**src/rtl/q_format_pkg.sv**
```systemverilog
// -----------------------------------------------------------------------------
// q_format_pkg
// Shared helpers for signed Q-format conversion:
//   - aligned()           : rounds a bit width up to a whole number of bytes
//                           (lane pitch inside tdata)
//   - ROUND_* constants   : rounding mode selectors
//   - sat_max()/sat_min() : most positive / most negative two's complement
//                           value of a given width, returned in the low bits
//                           of a 64-bit vector
// -----------------------------------------------------------------------------
package q_format_pkg;

    localparam int ROUND_TRUNC      = 0;
    localparam int ROUND_HALF_UP    = 1;
    localparam int ROUND_CONVERGENT = 2;

    function automatic int aligned(input int w);
        return ((w + 7) / 8) * 8;
    endfunction

    // {0,1...1} in the low w bits
    function automatic logic [63:0] sat_max(input int w);
        return (64'd1 << (w - 1)) - 64'd1;
    endfunction

    // {1,0...0} in the low w bits
    function automatic logic [63:0] sat_min(input int w);
        return 64'd1 << (w - 1);
    endfunction

endpackage

```
**src/rtl/q_lane_round_sat.sv**
```systemverilog
// -----------------------------------------------------------------------------
// q_lane_round_sat
// Combinational datapath of one lane, split at the pipeline register:
//   front half: in_i (Q M_IN.N_IN) -> rnd_o (M_IN+N_OUT+2 bits: sign, carry
//               guard, integer, fraction), rounding per ROUND_MODE
//   back half : rnd_i (registered rnd_o) -> out_o (Q M_OUT.N_OUT), saturated
//               or wrapped per SATURATE
// Ports:
//   in_i   [M_IN+N_IN+1]    input lane value
//   rnd_o  [M_IN+N_OUT+2]   rounded value, to be registered by the parent
//   rnd_i  [M_IN+N_OUT+2]   registered rounded value
//   out_o  [M_OUT+N_OUT+1]  range-limited output value
//   ovf_o  [1]              overflow flag (only with Q_VECTOR_CONVERTER_OVF_FLAG_EN)
// -----------------------------------------------------------------------------
module q_lane_round_sat
    import q_format_pkg::*;
#(
    parameter int M_IN       = 1,
    parameter int N_IN       = 1,
    parameter int M_OUT      = 1,
    parameter int N_OUT      = 1,
    parameter int ROUND_MODE = ROUND_TRUNC,
    parameter int SATURATE   = 1
) (
    input  logic [M_IN+N_IN:0]    in_i,
    output logic [M_IN+N_OUT+1:0] rnd_o,
    input  logic [M_IN+N_OUT+1:0] rnd_i,
    output logic [M_OUT+N_OUT:0]  out_o
`ifdef Q_VECTOR_CONVERTER_OVF_FLAG_EN
    ,
    output logic                  ovf_o
`endif
);

    localparam int WI = M_IN + N_IN + 1;
    localparam int RW = M_IN + N_OUT + 2;
    localparam int WO = M_OUT + N_OUT + 1;
    localparam int D  = N_IN - N_OUT;

    localparam logic [63:0]   MAX_64 = sat_max(WO);
    localparam logic [63:0]   MIN_64 = sat_min(WO);
    localparam logic [WO-1:0] MAX_V  = MAX_64[WO-1:0];
    localparam logic [WO-1:0] MIN_V  = MIN_64[WO-1:0];

    // ---------------- front half: rounding ----------------
    if (D <= 0) begin : g_expand
        // Gaining fraction bits is exact: sign-extend, then zero-fill below.
        localparam int SH = -D;
        logic signed [RW-1:0] ext;
        assign ext   = RW'($signed(in_i));
        assign rnd_o = ext <<< SH;
    end else begin : g_shrink
        // One extra bit above the sign absorbs the carry that rounding can
        // produce at the positive end.
        logic signed [WI:0] ext;
        logic signed [WI:0] bias;
        logic signed [WI:0] sum;
        assign ext = {in_i[WI-1], in_i};
        if (ROUND_MODE == ROUND_HALF_UP) begin : g_half_up
            assign bias = (WI+1)'(1) << (D - 1);
        end else if (ROUND_MODE == ROUND_CONVERGENT) begin : g_conv
            // Ties round up only when the kept LSB is odd -> ties land on even.
            assign bias = ((WI+1)'(1) << (D - 1)) - (WI+1)'(1) + (WI+1)'(in_i[D]);
        end else begin : g_trunc
            assign bias = '0;
        end
        assign sum   = ext + bias;
        assign rnd_o = RW'(sum >>> D);
    end

    // ---------------- back half: range limiting ----------------
    if (RW > WO) begin : g_narrow
        if (SATURATE != 0) begin : g_sat
            logic ovf;
            // Everything above the output sign must be copies of the true sign.
            assign ovf   = rnd_i[RW-1:WO-1] != {(RW-WO+1){rnd_i[RW-1]}};
            assign out_o = ovf ? (rnd_i[RW-1] ? MIN_V : MAX_V) : rnd_i[WO-1:0];
`ifdef Q_VECTOR_CONVERTER_OVF_FLAG_EN
            assign ovf_o = ovf;
`endif
        end else begin : g_wrap
            assign out_o = rnd_i[WO-1:0];
`ifdef Q_VECTOR_CONVERTER_OVF_FLAG_EN
            assign ovf_o = rnd_i[RW-1:WO-1] != {(RW-WO+1){rnd_i[RW-1]}};
`else
            logic unused_hi;
            assign unused_hi = ^rnd_i[RW-1:WO];
`endif
        end
    end else begin : g_wide
        // Output range covers every rounded value: plain sign extension.
        assign out_o = WO'($signed(rnd_i));
`ifdef Q_VECTOR_CONVERTER_OVF_FLAG_EN
        assign ovf_o = 1'b0;
`endif
    end

endmodule

```
**src/rtl/q_vector_converter.sv**
```systemverilog
// -----------------------------------------------------------------------------
// q_vector_converter
// Multi-lane AXI-Stream signed Q-format converter, Q M_IN.N_IN -> Q M_OUT.N_OUT,
// two registered stages (round, range), one beat per cycle, global stall.
// Optional feature macro: Q_VECTOR_CONVERTER_OVF_FLAG_EN (adds m_axis_tuser
// per-lane overflow flags and a saturating 16-bit ovf_count).
// Ports:
//   aclk, aresetn       clock, asynchronous active-low reset
//   s_axis_tdata        LANES lanes, lane k at [k*LW_IN +: LW_IN]
//   s_axis_tvalid/tready/tlast   input handshake
//   m_axis_tdata        LANES lanes, lane k at [k*LW_OUT +: LW_OUT], pad = 0
//   m_axis_tvalid/tready/tlast   output handshake
//   m_axis_tuser        per-lane overflow flag (macro only)
//   ovf_count           beats with any lane overflowed, sticks at 0xFFFF (macro only)
// -----------------------------------------------------------------------------
module q_vector_converter
    import q_format_pkg::*;
#(
    parameter int LANES      = 1,
    parameter int M_IN       = 1,
    parameter int N_IN       = 1,
    parameter int M_OUT      = 1,
    parameter int N_OUT      = 1,
    parameter int ROUND_MODE = ROUND_TRUNC,
    parameter int SATURATE   = 1
) (
    input  logic                                          aclk,
    input  logic                                          aresetn,
    input  logic [LANES*aligned(M_IN+N_IN+1)-1:0]         s_axis_tdata,
    input  logic                                          s_axis_tvalid,
    output logic                                          s_axis_tready,
    input  logic                                          s_axis_tlast,
    output logic [LANES*aligned(M_OUT+N_OUT+1)-1:0]       m_axis_tdata,
    output logic                                          m_axis_tvalid,
    input  logic                                          m_axis_tready,
`ifdef Q_VECTOR_CONVERTER_OVF_FLAG_EN
    output logic [LANES-1:0]                              m_axis_tuser,
    output logic [15:0]                                   ovf_count,
`endif
    output logic                                          m_axis_tlast
);

    localparam int WI     = M_IN + N_IN + 1;
    localparam int RW     = M_IN + N_OUT + 2;
    localparam int WO     = M_OUT + N_OUT + 1;
    localparam int LW_IN  = aligned(WI);
    localparam int LW_OUT = aligned(WO);

    if (ROUND_MODE > ROUND_CONVERGENT) begin : g_bad_round_mode
        $error("q_vector_converter: ROUND_MODE must be 0, 1 or 2");
    end

    logic                    en;
    logic                    s1_valid_q;
    logic                    s1_last_q;
    logic [LANES*RW-1:0]     s1_rnd_d;
    logic [LANES*RW-1:0]     s1_rnd_q;
    logic                    m_valid_q;
    logic                    m_last_q;
    logic [LANES*LW_OUT-1:0] m_data_d;
    logic [LANES*LW_OUT-1:0] m_data_q;
`ifdef Q_VECTOR_CONVERTER_OVF_FLAG_EN
    logic [LANES-1:0]        lane_ovf;
    logic [LANES-1:0]        m_user_q;
    logic [15:0]             ovf_cnt_q;
`endif

    // Whole pipeline moves together: it advances whenever the output register
    // is empty or is being drained this cycle.
    assign en            = !m_valid_q || m_axis_tready;
    assign s_axis_tready = aresetn && en;

    for (genvar k = 0; k < LANES; k++) begin : g_lane
        logic [WI-1:0] in_w;
        logic [WO-1:0] out_w;

        assign in_w = s_axis_tdata[k*LW_IN +: WI];
        if (LW_IN > WI) begin : g_pad
            logic unused_pad;
            assign unused_pad = ^s_axis_tdata[k*LW_IN+WI +: LW_IN-WI];
        end

        q_lane_round_sat #(
            .M_IN       (M_IN),
            .N_IN       (N_IN),
            .M_OUT      (M_OUT),
            .N_OUT      (N_OUT),
            .ROUND_MODE (ROUND_MODE),
            .SATURATE   (SATURATE)
        ) u_lane (
            .in_i  (in_w),
            .rnd_o (s1_rnd_d[k*RW +: RW]),
            .rnd_i (s1_rnd_q[k*RW +: RW]),
            .out_o (out_w)
`ifdef Q_VECTOR_CONVERTER_OVF_FLAG_EN
            ,
            .ovf_o (lane_ovf[k])
`endif
        );

        // Zero-extension keeps the lane padding bits at 0.
        assign m_data_d[k*LW_OUT +: LW_OUT] = LW_OUT'(out_w);
    end

    // NOTE: state updates use non-blocking assignments so every register
    // samples the pre-edge value of its neighbour; blocking here would let a
    // beat fall through both stages in one edge.
    // NOTE: the datapath registers are reset as well, because tdata must read
    // as zero out of reset and the stages are small flops, not RAM.
    always_ff @(posedge aclk or negedge aresetn) begin
        if (!aresetn) begin
            s1_valid_q <= 1'b0;
            s1_last_q  <= 1'b0;
            s1_rnd_q   <= '0;
            m_valid_q  <= 1'b0;
            m_last_q   <= 1'b0;
            m_data_q   <= '0;
        end else if (en) begin
            s1_valid_q <= s_axis_tvalid;
            s1_last_q  <= s_axis_tvalid && s_axis_tlast;
            s1_rnd_q   <= s1_rnd_d;
            m_valid_q  <= s1_valid_q;
            m_last_q   <= s1_last_q;
            m_data_q   <= m_data_d;
        end
    end

`ifdef Q_VECTOR_CONVERTER_OVF_FLAG_EN
    always_ff @(posedge aclk or negedge aresetn) begin
        if (!aresetn) begin
            m_user_q  <= '0;
            ovf_cnt_q <= '0;
        end else if (en) begin
            m_user_q <= s1_valid_q ? lane_ovf : '0;
            // Counted as the beat enters the output register, so the count
            // already includes the beat currently presented.
            if (s1_valid_q && (|lane_ovf) && (ovf_cnt_q != 16'hFFFF)) begin
                ovf_cnt_q <= ovf_cnt_q + 16'd1;
            end
        end
    end

    assign m_axis_tuser = m_user_q;
    assign ovf_count    = ovf_cnt_q;
`endif

    assign m_axis_tdata  = m_data_q;
    assign m_axis_tvalid = m_valid_q;
    assign m_axis_tlast  = m_last_q;

endmodule

```
**config.mk**
```make
export PLATFORM = sky130hd
export DESIGN_NAME = q_vector_converter
export DESIGN_NICKNAME = d
export VERILOG_FILES = /design/src/rtl/q_format_pkg.sv /design/src/rtl/q_lane_round_sat.sv /design/src/rtl/q_vector_converter.sv
export SDC_FILE = /design/constraint.sdc
export NUM_CORES = 1
export LEC_CHECK = 0
export BUFFER_PORTS_ARGS = -buffer_cell sky130_fd_sc_hd__clkbuf_2
export CELL_PAD_IN_SITES_DETAIL_PLACEMENT = 2
export CELL_PAD_IN_SITES_GLOBAL_PLACEMENT = 2
export CORE_UTILIZATION = 26
export CTS_CLUSTER_DIAMETER = 100
export DETAILED_ROUTE_END_ITERATION = 16
export GPL_ROUTABILITY_DRIVEN = 1
export PLACE_DENSITY = 0.72
export SETUP_SLACK_MARGIN = 0.15
export SLEW_MARGIN = 5
export SYNTH_ARGS = -nofsm -noshare
export SYNTH_HDL_FRONTEND = slang
export SYNTH_SLANG_ARGS = --single-unit
```
**constraint.sdc**
```tcl
create_clock -name aclk -period 1.4 [get_ports aclk]
set_clock_uncertainty 0.1 [all_clocks]
set_input_delay 0.07 -clock aclk [delete_from_list [all_inputs] [get_ports aclk]]
set_output_delay 0.07 -clock aclk [all_outputs]
set_load 0.005 [all_outputs]
```
==> results of run 1 <==
==> layer usage <==
layer | part of all wire (%) | vias to the layer above | routed length (microns)
met5 | 0 | - | 0
met4 | 3.6 | 0 | 30
met3 | 6.1 | 4 | 51
met1 | 45 | 139 | 379
met2 | 45 | 14 | 378
li1 | - | 135 | -
==> worst paths after layout <==
check	endpoint	slack, ns	depth (start not counted)
worst max-delay path	s_axis_tready	0.23	3
worst min-delay path	m_axis_tdata[2]	0.10	3
worst max register to register	s1_valid_q	0.23	3
worst min register to register	m_axis_tvalid	0.38	1
max in group asynchronous	s1_valid_q	0.68	2
min in group asynchronous	s1_rnd_q[0]	0.19	2
==> kinds of logic after synthesis <==
kind of cell           after synthesis  share of synthesized area [%]
flip-flops                          10                           54.1
other                                1                          0.810
multiplexers                         9                           27.3
AND/OR/NAND/NOR                      4                           6.49
buffers and inverters                7                           11.4
==> power by group <==
part,switching (mW),internal (mW)
sequential,0.0268,0.332
clock,0.102,0.158
combinational,0.0547,0.103
==> what timing repair did <==
action | in CTS | in global routing
endpoints found under the setup margin | 1 | 0
buffers inserted | 2 | 0
hold buffers | 6 | 0
endpoints found under the hold margin | 15 | 0
==> layout make-up <==
type                            instances  share of cell area (%)
Sequential cell                        10                    40.0
Multi-Input combinational cell         18                    28.0
Timing Repair Buffer                   21                    22.4
Clock buffer                            4                    5.80
Tap cell                               16                    3.20
Inverter                                1                   0.600
==> stage by stage <==
stage               utilization, %  setup WS, ns  power [mW]  hold slack, ns
floorplan                        -         0.257       0.460          -0.326
global placement              32.6         0.234       0.496          -0.152
detailed placement            32.6         0.227       0.503          -0.146
CTS                           39.7         0.213       0.790          0.0925
global route                  39.7         0.157       0.818           0.112
finish                        39.7         0.226       0.776           0.101
==> sequential cells by signal, summed over array words and instances, names as in the netlist <==
name           cells
s1_rnd_q           3
s1_valid_q         1
m_axis_tdata       3
s1_last_q          1
m_axis_tvalid      1
m_axis_tlast       1
==> tightest hold or removal path: cells and delay by family <==
family                 cells  cell delay (ns)
buffers and inverters      1             0.08
multiplexers               1             0.15
AND/OR/NAND/NOR            1             0.14
==> placed cells by master, fill, tap and decap left out <==
master and instances:
sky130_fd_sc_hd__clkbuf_2 13, sky130_fd_sc_hd__dfrtp_1 10, sky130_fd_sc_hd__mux2_4 7, sky130_fd_sc_hd__dlygate4sd3_1 6
sky130_fd_sc_hd__conb_1 5, sky130_fd_sc_hd__clkbuf_4 3, sky130_fd_sc_hd__buf_4 2, sky130_fd_sc_hd__nand2b_4 1
sky130_fd_sc_hd__inv_1 1, sky130_fd_sc_hd__nand2_1 1, sky130_fd_sc_hd__mux2i_1 1, sky130_fd_sc_hd__nand2b_1 1
sky130_fd_sc_hd__mux2_2 1, sky130_fd_sc_hd__and2_1 1, sky130_fd_sc_hd__clkbuf_8 1
==> summary.txt, run 1 <==
Route
  – Wire per inst: 12.0 microns
  – Antenna viol nets, final: 0
  – Total wire length after detailed routing: ~840 microns
  – Detailed-route via count: slightly below 300
  – DRC violation count after routing: 0
  – Average vias per placed instance: approximately 4.2
  – Drt pass-1 iters: 5
  – Starting DRC count in detailed routing: 2

Hold path
  – Startpoint of the worst hold path: m_axis_tready
  – Type of the tightest min-delay check: in2reg

STA
  – Slew Limit Fails: 0
  – Count of final hold-check violations: 0
  – Final worst path period need: between 1 and 1.5 ns
  – Accumulated negative setup slack: 0 ns
  – Final number of setup-violating endpoints: 0
  – Final worst-path cycle share: 83.9%
  – Achievable frequency: approximately 850 MHz
  – Unrepaired setup endpoints after global routing: false

Cells and area
  – Sequential cell area in the final layout: around 250 sq um
  – Final-layout fill cell count: around 170
  – Layout overhead on the synthesized area: 35.1%
  – Final net count: 68
  – Layout Cell Area excl Fill: 626 sq um
  – Area taken by multi-input logic gates: around 180 sq um
  – Antenna diode count: 0
  – Number of standard cells in the layout, taps in and fillers out: 70
  – Layout cell share with drive strength beyond 1: around 52%

Yosys
  – Fraction of post-synthesis cell area in the top cell type by area: 54.1%
  – Cell area after technology mapping: around 460 sq um
  – Most frequent cell after synthesis: sky130_fd_sc_hd__dfrtp_1
  – Synthesized instance count: 31
  – Number of distinct library cell variants in the gate-level netlist after synthesis: 12
  – Top cells by area in the synthesized netlist: sky130_fd_sc_hd__dfrtp_1 54%, sky130_fd_sc_hd__mux2_4 23%, sky130_fd_sc_hd__buf_4 8.1%
  – Leading register cell type out of synthesis: sky130_fd_sc_hd__dfrtp_1
  – Count of state elements after synthesis: 10
  – Ys async rst share: 100%
  – Yosys warning count: 0
  – Top cell type by total area after synthesis: sky130_fd_sc_hd__dfrtp_1
  – Most frequent cells after synthesis: 10 x sky130_fd_sc_hd__dfrtp_1, 7 x sky130_fd_sc_hd__mux2_4, 5 x sky130_fd_sc_hd__buf_4
  – Seq/Total Area, Yosys: between 50% and 60%
  – Post-Synthesis Mean Instance Area: between 10 and 15 sq um
  – Number of enable-type register cells in the synthesized netlist: 0

Place
  – # port buffers: 13
  – Placed cell count: 58
  – Half-perimeter wire length of the detailed placement result: about 550 microns
  – Final estimated routing congestion in global placement: roughly 0.6
  – Placed instance area: between 500 and 600 sq um

Power and ir drop
  – Worst supply voltage drop on vdd: between 400 and 500 uV
  – Cell leakage power: ~0.33 nW
  – P per Cell Area: about 1200 mW/mm^2

Critical path
  – Critical Path Start: m_axis_tvalid
  – Crit end category: output pin
  – Worst-path cell with the longest stage delay: sky130_fd_sc_hd__dfrtp_1
  – CP Data Required Time: around 1.2 ns
  – Critical path type: reg2out
  – Worst-path maximum fanout: 5
  – Biggest cell delay along the critical path: 0.41 ns
  – Cell-by-cell listing of the critical path: nand2b_4 -> and2_1 -> clkbuf_2
  – Data arrival, critical path: 1.00 ns
  – Number of buffer and inverter instances along the worst setup path: 1
  – Worst setup SP type: flop
  – Family with the most delay on the worst path: flip-flops
  – Worst flop-to-flop path startpoint: m_axis_tvalid

Global routing
  – Global-route wire length before repair: 1390 microns
  – Met2 usage: 15.6%
  – Number of global-route vias before repair: ~320
  – Largest net degree at the start of global routing: 11
  – Routing usage on met1: 12.3%
  – Overall overflow remaining after global route: 0
  – Number of antenna violations at the first check in global routing: 0
  – GR Util All Layers: 10.6%
  – Gr busiest metal: met2
  – Met3 routing resource usage after global routing: between 3 and 4%

Clock tree
  – Clock Sink Count: 10
  – Number of buffers on the longest clock path: 2
  – Skew-Pair Late Insertion Delay: about 0.27 ns
  – Number of buffers created by CTS: 3
  – Clk slew on worst S/H paths: about 0.060 ns
  – Clk root buf: sky130_fd_sc_hd__clkbuf_4
  – TritonCTS clock tree: yes
  – CTS H-tree depth: 1
  – Number of gates given a new drive strength after cts: 0

Floorplanning
  – Height of the die: between 40 and 50 microns
  – Starting utilization of the core area: approximately 29%
  – Cell row count: 14
  – Horizontal die dimension: between 40 and 50 microns
  – Placeable core region: about 0.0016 sq mm
  – DIE AREA: roughly 0.002 sq mm
  – I/O pins: 24

Status
  – Status: completed

Job
  – Number of maximum-capacitance constraint violations: 0
Power figures use the tool's default switching activity.
==> inputs of run 2 (changes only) <==
--- a/config.mk
+++ b/config.mk
@@ -5,14 +5,16 @@
 export SDC_FILE = /design/constraint.sdc
 export NUM_CORES = 1
 export LEC_CHECK = 0
+export ABC_AREA = 1
 export BUFFER_PORTS_ARGS = -buffer_cell sky130_fd_sc_hd__clkbuf_2
 export CELL_PAD_IN_SITES_DETAIL_PLACEMENT = 2
 export CELL_PAD_IN_SITES_GLOBAL_PLACEMENT = 2
-export CORE_UTILIZATION = 26
+export CORE_ASPECT_RATIO = 1.5
+export CORE_UTILIZATION = 20
 export CTS_CLUSTER_DIAMETER = 100
 export DETAILED_ROUTE_END_ITERATION = 16
 export GPL_ROUTABILITY_DRIVEN = 1
-export PLACE_DENSITY = 0.72
+export PLACE_DENSITY = 0.68
 export SETUP_SLACK_MARGIN = 0.15
 export SLEW_MARGIN = 5
 export SYNTH_ARGS = -nofsm -noshare
==> constraint.sdc (replaced) <==
create_clock -name aclk -period 1 [get_ports aclk]
set_clock_uncertainty 0.1 [all_clocks]
set_input_delay 0.05 -clock aclk [delete_from_list [all_inputs] [get_ports aclk]]
set_output_delay 0.05 -clock aclk [all_outputs]
set_load 0.005 [all_outputs]
==> summary.txt, run 2 <==
Status
  – Status: complete, but fails checks
  – Violated checks: hold timing, setup timing

Clock tree
  – Clock Sink Count: 10 (unchanged)
  – Skew-Pair Late Insertion Delay: 0.27 ns (about the same)
  – Clk root buf: sky130_fd_sc_hd__clkbuf_4
  – Number of buffers on the longest clock path: 2 (unchanged)
  – Clk slew on worst S/H paths: 0.06 ns (about the same)
  – Number of buffers created by CTS: 3 (unchanged)
  – CTS H-tree depth: 1 (unchanged)
  – TritonCTS clock tree: yes

Yosys
  – Cell area after technology mapping: 455 sq um (-1.6%)
  – Count of state elements after synthesis: 10 (unchanged)
  – Post-Synthesis Mean Instance Area: 8.76 sq um (-41%)
  – Synthesized instance count: 52 (+68%)
  – Seq/Total Area, Yosys: 54.9% (+0.89 points)
  – Number of enable-type register cells in the synthesized netlist: 0 (unchanged)
  – Top cell type by total area after synthesis: sky130_fd_sc_hd__dfrtp_1
  – Most frequent cells after synthesis: 20 x sky130_fd_sc_hd__nand2_1, 10 x sky130_fd_sc_hd__dfrtp_1, 9 x sky130_fd_sc_hd__nand3_1, 6 x sky130_fd_sc_hd__buf_4, 2 x sky130_fd_sc_hd__inv_1
  – Leading register cell type out of synthesis: sky130_fd_sc_hd__dfrtp_1
  – Top cells by area in the synthesized netlist: sky130_fd_sc_hd__dfrtp_1 55%, sky130_fd_sc_hd__nand2_1 16%, sky130_fd_sc_hd__nand3_1 9.9%
  – Most frequent cell after synthesis: sky130_fd_sc_hd__nand2_1
  – Number of distinct library cell variants in the gate-level netlist after synthesis: 10 (-2)
  – Fraction of post-synthesis cell area in the top cell type by area: 54.9% (+0.89 points)
  – Ys async rst share: 100% (unchanged)
  – Yosys warning count: 0 (unchanged)

STA
  – Unrepaired setup endpoints after global routing: true
  – Final worst-path cycle share: 109%
  – Count of final hold-check violations: 2 (+2)
  – Slew Limit Fails: 0 (unchanged)
  – Smallest setup slack after layout: -0.0924 ns (-0.318 ns)
  – Final number of setup-violating endpoints: 11 (+11)
  – Final hold slack: -0.0168 ns (-0.118 ns)
  – Accumulated negative setup slack: -0.616 ns (-0.616 ns)
  – Achievable frequency: approximately 920 MHz
  – Final worst path period need: about 1.1 ns

Critical path
  – Biggest cell delay along the critical path: 0.43 ns (+0.02 ns)
  – Worst-path cell with the longest stage delay: sky130_fd_sc_hd__dfrtp_2
  – Family with the most delay on the worst path: flip-flops
  – Worst flop-to-flop path startpoint: m_axis_tvalid
  – Worst setup SP type: flop
  – Worst-path maximum fanout: 4 (-1)
  – Data arrival, critical path: 0.94 ns (-0.06 ns)
  – Crit end category: output pin
  – CP Data Required Time: 0.85 ns (-0.38 ns)
  – Number of buffer and inverter instances along the worst setup path: 1 (unchanged)
  – Cell-by-cell listing of the critical path: a21boi_2 -> buf_2
  – FF-to-FF setup slack: -0.08 ns (-0.31 ns)
  – Critical path type: reg2out
  – Depth of the most critical reg-to-reg path: 4 (+1)
  – Endpoint of the worst register-to-register path: m_axis_tdata[2]

Route
  – Drt pass-1 iters: 4 (-1)
  – Total wire length after detailed routing: 1210 microns (+44%)
  – Average vias per placed instance: 4.25 (+1.9%)
  – Detailed-route via count: 438 (+50%)
  – Wire per inst: 11.7 microns (-2.4%)
  – DRC violation count after routing: 0 (unchanged)
  – Starting DRC count in detailed routing: 2 (unchanged)
  – Antenna viol nets, final: 0 (unchanged)

Power and ir drop
  – Cell leakage power: 0.392 nW (+17%)
  – Worst supply voltage drop on vdd: 589 uV (+20%)
  – P per Cell Area: 1530 mW/mm^2 (+23%)
  – Pwr Total: 1.09 mW (+41%)

Cells and area
  – Sequential cell area in the final layout: 251 sq um (+0.50%)
  – Final net count: 96 (+41%)
  – Layout overhead on the synthesized area: 56.9%
  – Area taken by multi-input logic gates: 201 sq um (+15%)
  – Highest-count cells in the layout ignoring fill and taps: 20 x sky130_fd_sc_hd__nand2_1, 10 x sky130_fd_sc_hd__buf_4, 9 x sky130_fd_sc_hd__nand3_2, 9 x sky130_fd_sc_hd__clkbuf_2, 9 x sky130_fd_sc_hd__dfrtp_1
  – Layout cell share with drive strength beyond 1: 48.1% (-3.7 points)
  – Antenna diode count: 0 (unchanged)
  – Most frequent standard cell in the layout excluding fill and tap cells: sky130_fd_sc_hd__nand2_1
  – Number of standard cells in the layout, taps in and fillers out: 103 (+47%)
  – Final core utilization: 34.4% (-5.3 points)
  – Final-layout fill cell count: 239 (+41%)

Place
  – Half-perimeter wire length of the detailed placement result: 796 microns (+44%)
  – Final estimated routing congestion in global placement: 0.677 (+10%)
  – # port buffers: 13 (unchanged)
  – Placement Setup Slack: -0.0108 ns (-0.238 ns)
  – Placed cell count: 88 (+52%)

Global routing
  – Overall overflow remaining after global route: 0 (unchanged)
  – Global-route wire length before repair: 1930 microns (+39%)
  – Largest net degree at the start of global routing: 11 (unchanged)
  – GR Util All Layers: 12.3% (+1.6 points)
  – Number of global-route vias before repair: 476 (+51%)
  – Number of antenna violations at the first check in global routing: 0 (unchanged)

Floorplanning
  – I/O pins: 24 (unchanged)
  – DIE AREA: 0.00248 sq mm (+27%)
  – Placeable core region: 0.00208 sq mm (+32%)
  – Starting utilization of the core area: 21.9% (-7.4 points)
  – Height of the die: 60.4 microns (+37%)
  – Horizontal die dimension: 41.0 microns (-7.3%)
  – Cell row count: 20 (+6)

Job
  – Number of maximum-capacitance constraint violations: 0 (unchanged)

Hold path
  – Depth of the worst hold-timing path: 4 (+1)
  – Startpoint of the worst hold path: m_axis_tready
  – Type of the tightest min-delay check: in2reg
  – Capture endpoint of the worst hold path: m_axis_tdata[0]
-- run 2: cell types whose count changed in the layout (fill, tap and decap cells not counted), sizes merged, moves of 2 or more --
cell    change
nand2      +20
buf        +12
nand3       +9
mux2        -8
clkbuf      -5
inv         +2
nand2b      -2
-- run 2: cell families after synthesis --
kind of cell,count (synthesis),synth area share (%)
flops,10,54.9
simple gates,30,27.7
buf+inv,10,14.8
other cells,1,0.823
compound gates,1,1.65
-- run 2: repair_timing --
action / in CTS / in global routing
resized for setup: 1 / 4
setup buffers: 6 / 0
pin swaps: 1 / 0
endpoints found under the setup margin: 16 / 16
hold buffers: 6 / 0
endpoints found under the hold margin: 17 / 0
-- run 2: worst min-delay path, cell delays in order --
cell	delay, ns
sky130_fd_sc_hd__clkbuf_2	0.09
sky130_fd_sc_hd__inv_2	0.07
sky130_fd_sc_hd__nand3_2	0.07
sky130_fd_sc_hd__nand2_1	0.04
-- run 2: area by class of cell --
type                       count  area share (%)
timing repair buffer          29            28.0
sequential                    10            35.2
multi-input combinational     36            28.2
clock buffer                   3            3.15
tap                           22            3.85
inverter                       3            1.58
-- run 2: how the worst max path moves through the flow --
stage | slack [ns] | start | end | cells after the start
final | -0.09 | m_axis_tvalid | s_axis_tready | 2
after global routing | -0.15 | m_axis_tvalid | s_axis_tready | 2
after CTS | -0.09 | m_axis_tvalid | s_axis_tready | 2
after global placement | 0.03 | m_axis_tvalid | s1_last_q | 3
after detailed placement | -0.01 | m_axis_tvalid | s1_last_q | 3
after floorplan | 0.14 | m_axis_tvalid | s1_last_q | 3
-- run 2: stage by stage --
step           hold WS [ns]  area [sq um]
5_1_grt              0.0280           714
2_1_floorplan        -0.346           523
3_3_place_gp         -0.111           586
3_5_place_dp         -0.112           586
6_report            -0.0168           714
4_1_cts             -0.0106           714
-- run 2: layer usage --
layer | GRT usage (%) | vias up | part of all wire, %
met2 | 23.2 | 16 | 59
met1 | 10.2 | 209 | 34
met4 | 10.0 | 0 | 3.8
li1 | - | 208 | -
met3 | 1.10 | 5 | 3.7
met5 | 0 | - | 0
-- run 2: power by group --
part           leakage (nW)  switching [mW]  total, mW  internal (mW)
registers             0.121          0.0402      0.506          0.466
logic                 0.258           0.144      0.305          0.161
clock network        0.0138           0.141      0.281          0.139
total                 0.392           0.326       1.09          0.766
==> inputs of run 3 (changes only) <==
==> constraint.sdc (replaced) <==
create_clock -name aclk -period 0.88 [get_ports aclk]
set_clock_uncertainty 0.1 [all_clocks]
set_input_delay 0.044 -clock aclk [delete_from_list [all_inputs] [get_ports aclk]]
set_output_delay 0.044 -clock aclk [all_outputs]
set_load 0.005 [all_outputs]
==> summary.txt, run 3 (synthesis results as in run 2) <==
Job
  – Number of maximum-capacitance constraint violations: 0 (unchanged)

Cells and area
  – Layout overhead on the synthesized area: 60.2%
  – Final net count: 95 (-1.0%)
  – Highest-count cells in the layout ignoring fill and taps: 19 x sky130_fd_sc_hd__nand2_1, 11 x sky130_fd_sc_hd__clkbuf_2, 10 x sky130_fd_sc_hd__buf_4
  – Final core utilization: 35.1% (+0.72 points)
  – Antenna diode count: 0 (unchanged)
  – Most frequent standard cell in the layout excluding fill and tap cells: sky130_fd_sc_hd__nand2_1
  – Layout cell share with drive strength beyond 1: 52.5% (+4.4 points)
  – Number of standard cells in the layout, taps in and fillers out: 102 (-0.97%)

Power and ir drop
  – P per Cell Area: 1750 mW/mm^2 (+14%)
  – Pwr Total: 1.28 mW (+17%)
  – Clk pwr share: 24.6% (-1.1 points)
  – Design internal power: 0.897 mW (+17%)
  – Share of total power in sequential cells: 45.1% (-1.3 points)
  – Comb power frac: 30.3% (+2.4 points)
  – Cell leakage power: 0.396 nW (+0.92%)
  – Net switching share of the total power: 29.7% (-0.16 points)
  – Reported net switching power: 0.378 mW (+16%)
  – Worst supply voltage drop on vdd: 618 uV (+5.0%)

Clock tree
  – CTS H-tree depth: 1 (unchanged)
  – Clock Sink Count: 10 (unchanged)
  – Clk root buf: sky130_fd_sc_hd__clkbuf_4
  – Number of hold buffers added after CTS: 3 (-3)
  – Number of buffers created by CTS: 3 (unchanged)
  – TritonCTS clock tree: yes
  – Number of buffers on the longest clock path: 2 (unchanged)
  – Clk slew on worst S/H paths: 0.07 ns (about the same)
  – Skew-Pair Late Insertion Delay: 0.26 ns (about the same)

Global routing
  – Overall overflow remaining after global route: 0 (unchanged)
  – Largest net degree at the start of global routing: 11 (unchanged)
  – Global-route wire length before repair: 1820 microns (-5.7%)
  – Number of antenna violations at the first check in global routing: 0 (unchanged)
  – Number of global-route vias before repair: 444 (-6.7%)
  – GR Util All Layers: 11.3% (-0.96 points)

Status
  – Violated checks: hold timing, setup timing
  – Status: complete, but fails checks

STA
  – Smallest setup slack after layout: -0.189 ns (-0.0966 ns)
  – Final number of setup-violating endpoints: 16 (+5)
  – Final worst-path cycle share: 121%
  – Slew Limit Fails: 0 (unchanged)
  – Unrepaired setup endpoints after global routing: true
  – Final worst path period need: 1.07 ns
  – Count of final hold-check violations: 3 (+1)
  – Final hold slack: -0.106 ns (-0.0890 ns)
  – Achievable frequency: just over 900 MHz

Place
  – Final estimated routing congestion in global placement: 0.608 (-10%)
  – # port buffers: 13 (unchanged)
  – Placement Setup Slack: -0.101 ns (-0.0906 ns)
  – Half-perimeter wire length of the detailed placement result: 793 microns (-0.40%)
  – Placed cell count: 90 (+2.3%)

Route
  – Average vias per placed instance: 4.34 (+2.1%)
  – DRC violation count after routing: 0 (unchanged)
  – Total wire length after detailed routing: 1150 microns (-4.9%)
  – Uppermost layer routed: met4
  – Detailed-route via count: 443 (+1.1%)
  – Antenna viol nets, final: 0 (unchanged)
  – Sum of met3 wire segment lengths after detailed routing: 46 microns (+2.2%)
  – Wire per inst: 11.2 microns (-4.0%)
  – Detailed-routed wire length on met2: 607 microns (-14%)
  – Starting DRC count in detailed routing: 13 (+11)
  – Post-Route M1 WL: 451 microns (+11%)
  – Drt pass-1 iters: 2 (-2)

Critical path
  – CP Data Required Time: 0.74 ns (-0.11 ns)
  – Worst-path maximum fanout: 4 (unchanged)
  – Critical path type: reg2out
  – Worst setup SP type: flop
  – Data arrival, critical path: 0.93 ns (about the same)
  – Crit end category: output pin

Floorplanning
  – Cell row count: 20 (unchanged)
  – I/O pins: 24 (unchanged)
  – Horizontal die dimension: 41.0 microns (unchanged)
  – Placeable core region: 0.00208 sq mm (unchanged)
  – Height of the die: 60.4 microns (unchanged)
  – DIE AREA: 0.00248 sq mm (unchanged)
  – Starting utilization of the core area: 21.9% (unchanged)

Hold path
  – Type of the tightest min-delay check: in2reg
## run 3: changes by cell type in the layout (fill, tap and decap cells not counted), sizes merged
cell / delta
dlygate4sd3: -3
clkbuf: +2
## run 3: cell type report
cell class / count / area (sq um)
Clock buffer: 3 / 22.5
Fill cell: 257 / 1350
Inverter: 3 / 11.3
Multi-Input combinational cell: 36 / 218
Sequential cell: 10 / 251
Tap cell: 22 / 27.5
Timing Repair Buffer: 28 / 199
## run 3: path summary, 6_finish.rpt
check                                     start             to  slack (ns)  cells past startpoint
worst max-delay path              m_axis_tvalid  m_axis_tvalid       -0.19                      2
worst min-delay path            s_axis_tdata[1]    s1_rnd_q[1]       -0.11                      3
worst max register to register    m_axis_tvalid    s1_rnd_q[2]       -0.17                      4
worst min register to register       s1_valid_q  m_axis_tvalid        0.40                      2
max in group asynchronous               aresetn  m_axis_tvalid        0.37                      3
min in group asynchronous               aresetn    s1_rnd_q[0]        0.15                      3
## run 3: what timing repair did
| item | in CTS | in global routing |
|---|---|---|
| endpoints found under the setup margin | 16 | 16 |
| setup buffers | 6 | 0 |
| pin swaps | 0 | 0 |
| hold endpoints to repair | 16 | 4 |
| resized for setup | 4 | 4 |
## run 3: stage by stage
stage | instance area (sq um) | hold WS [ns] | TNS (ns)
2_1_floorplan | 523 | -0.352 | 0
3_3_place_gp | 601 | -0.106 | -0.430
3_5_place_dp | 601 | -0.109 | -0.878
4_1_cts | 719 | -0.106 | -1.81
5_1_grt | 729 | -0.0997 | -2.38
6_report | 729 | -0.106 | -1.56
## run 3: power by group through the flow
| stage | clock, mW | combinational (mW) | sequential [mW] |
|---|---|---|---|
| final | 0.314 | 0.386 | 0.576 |
| after detailed placement | 0 | 0.264 | 0.590 |
| after global placement | 0 | 0.257 | 0.584 |
| after global routing | 0.354 | 0.438 | 0.590 |
| after floorplan | 0 | 0.161 | 0.586 |
| after CTS | 0.329 | 0.378 | 0.571 |
## run 3: metal layers
| metal | up-vias | GRT usage [%] |
|---|---|---|
| met5 | - | 0 |
| li1 | 208 | - |
| met2 | 15 | 17.6 |
| met4 | 0 | 10.0 |
| met3 | 4 | 2.20 |
| met1 | 216 | 12.2 |
## run 3: worst max-delay path: stages (launching register included)
cell and delay, ns:
sky130_fd_sc_hd__dfrtp_2 0.43, sky130_fd_sc_hd__buf_6 0.13, sky130_fd_sc_hd__buf_6 0.10
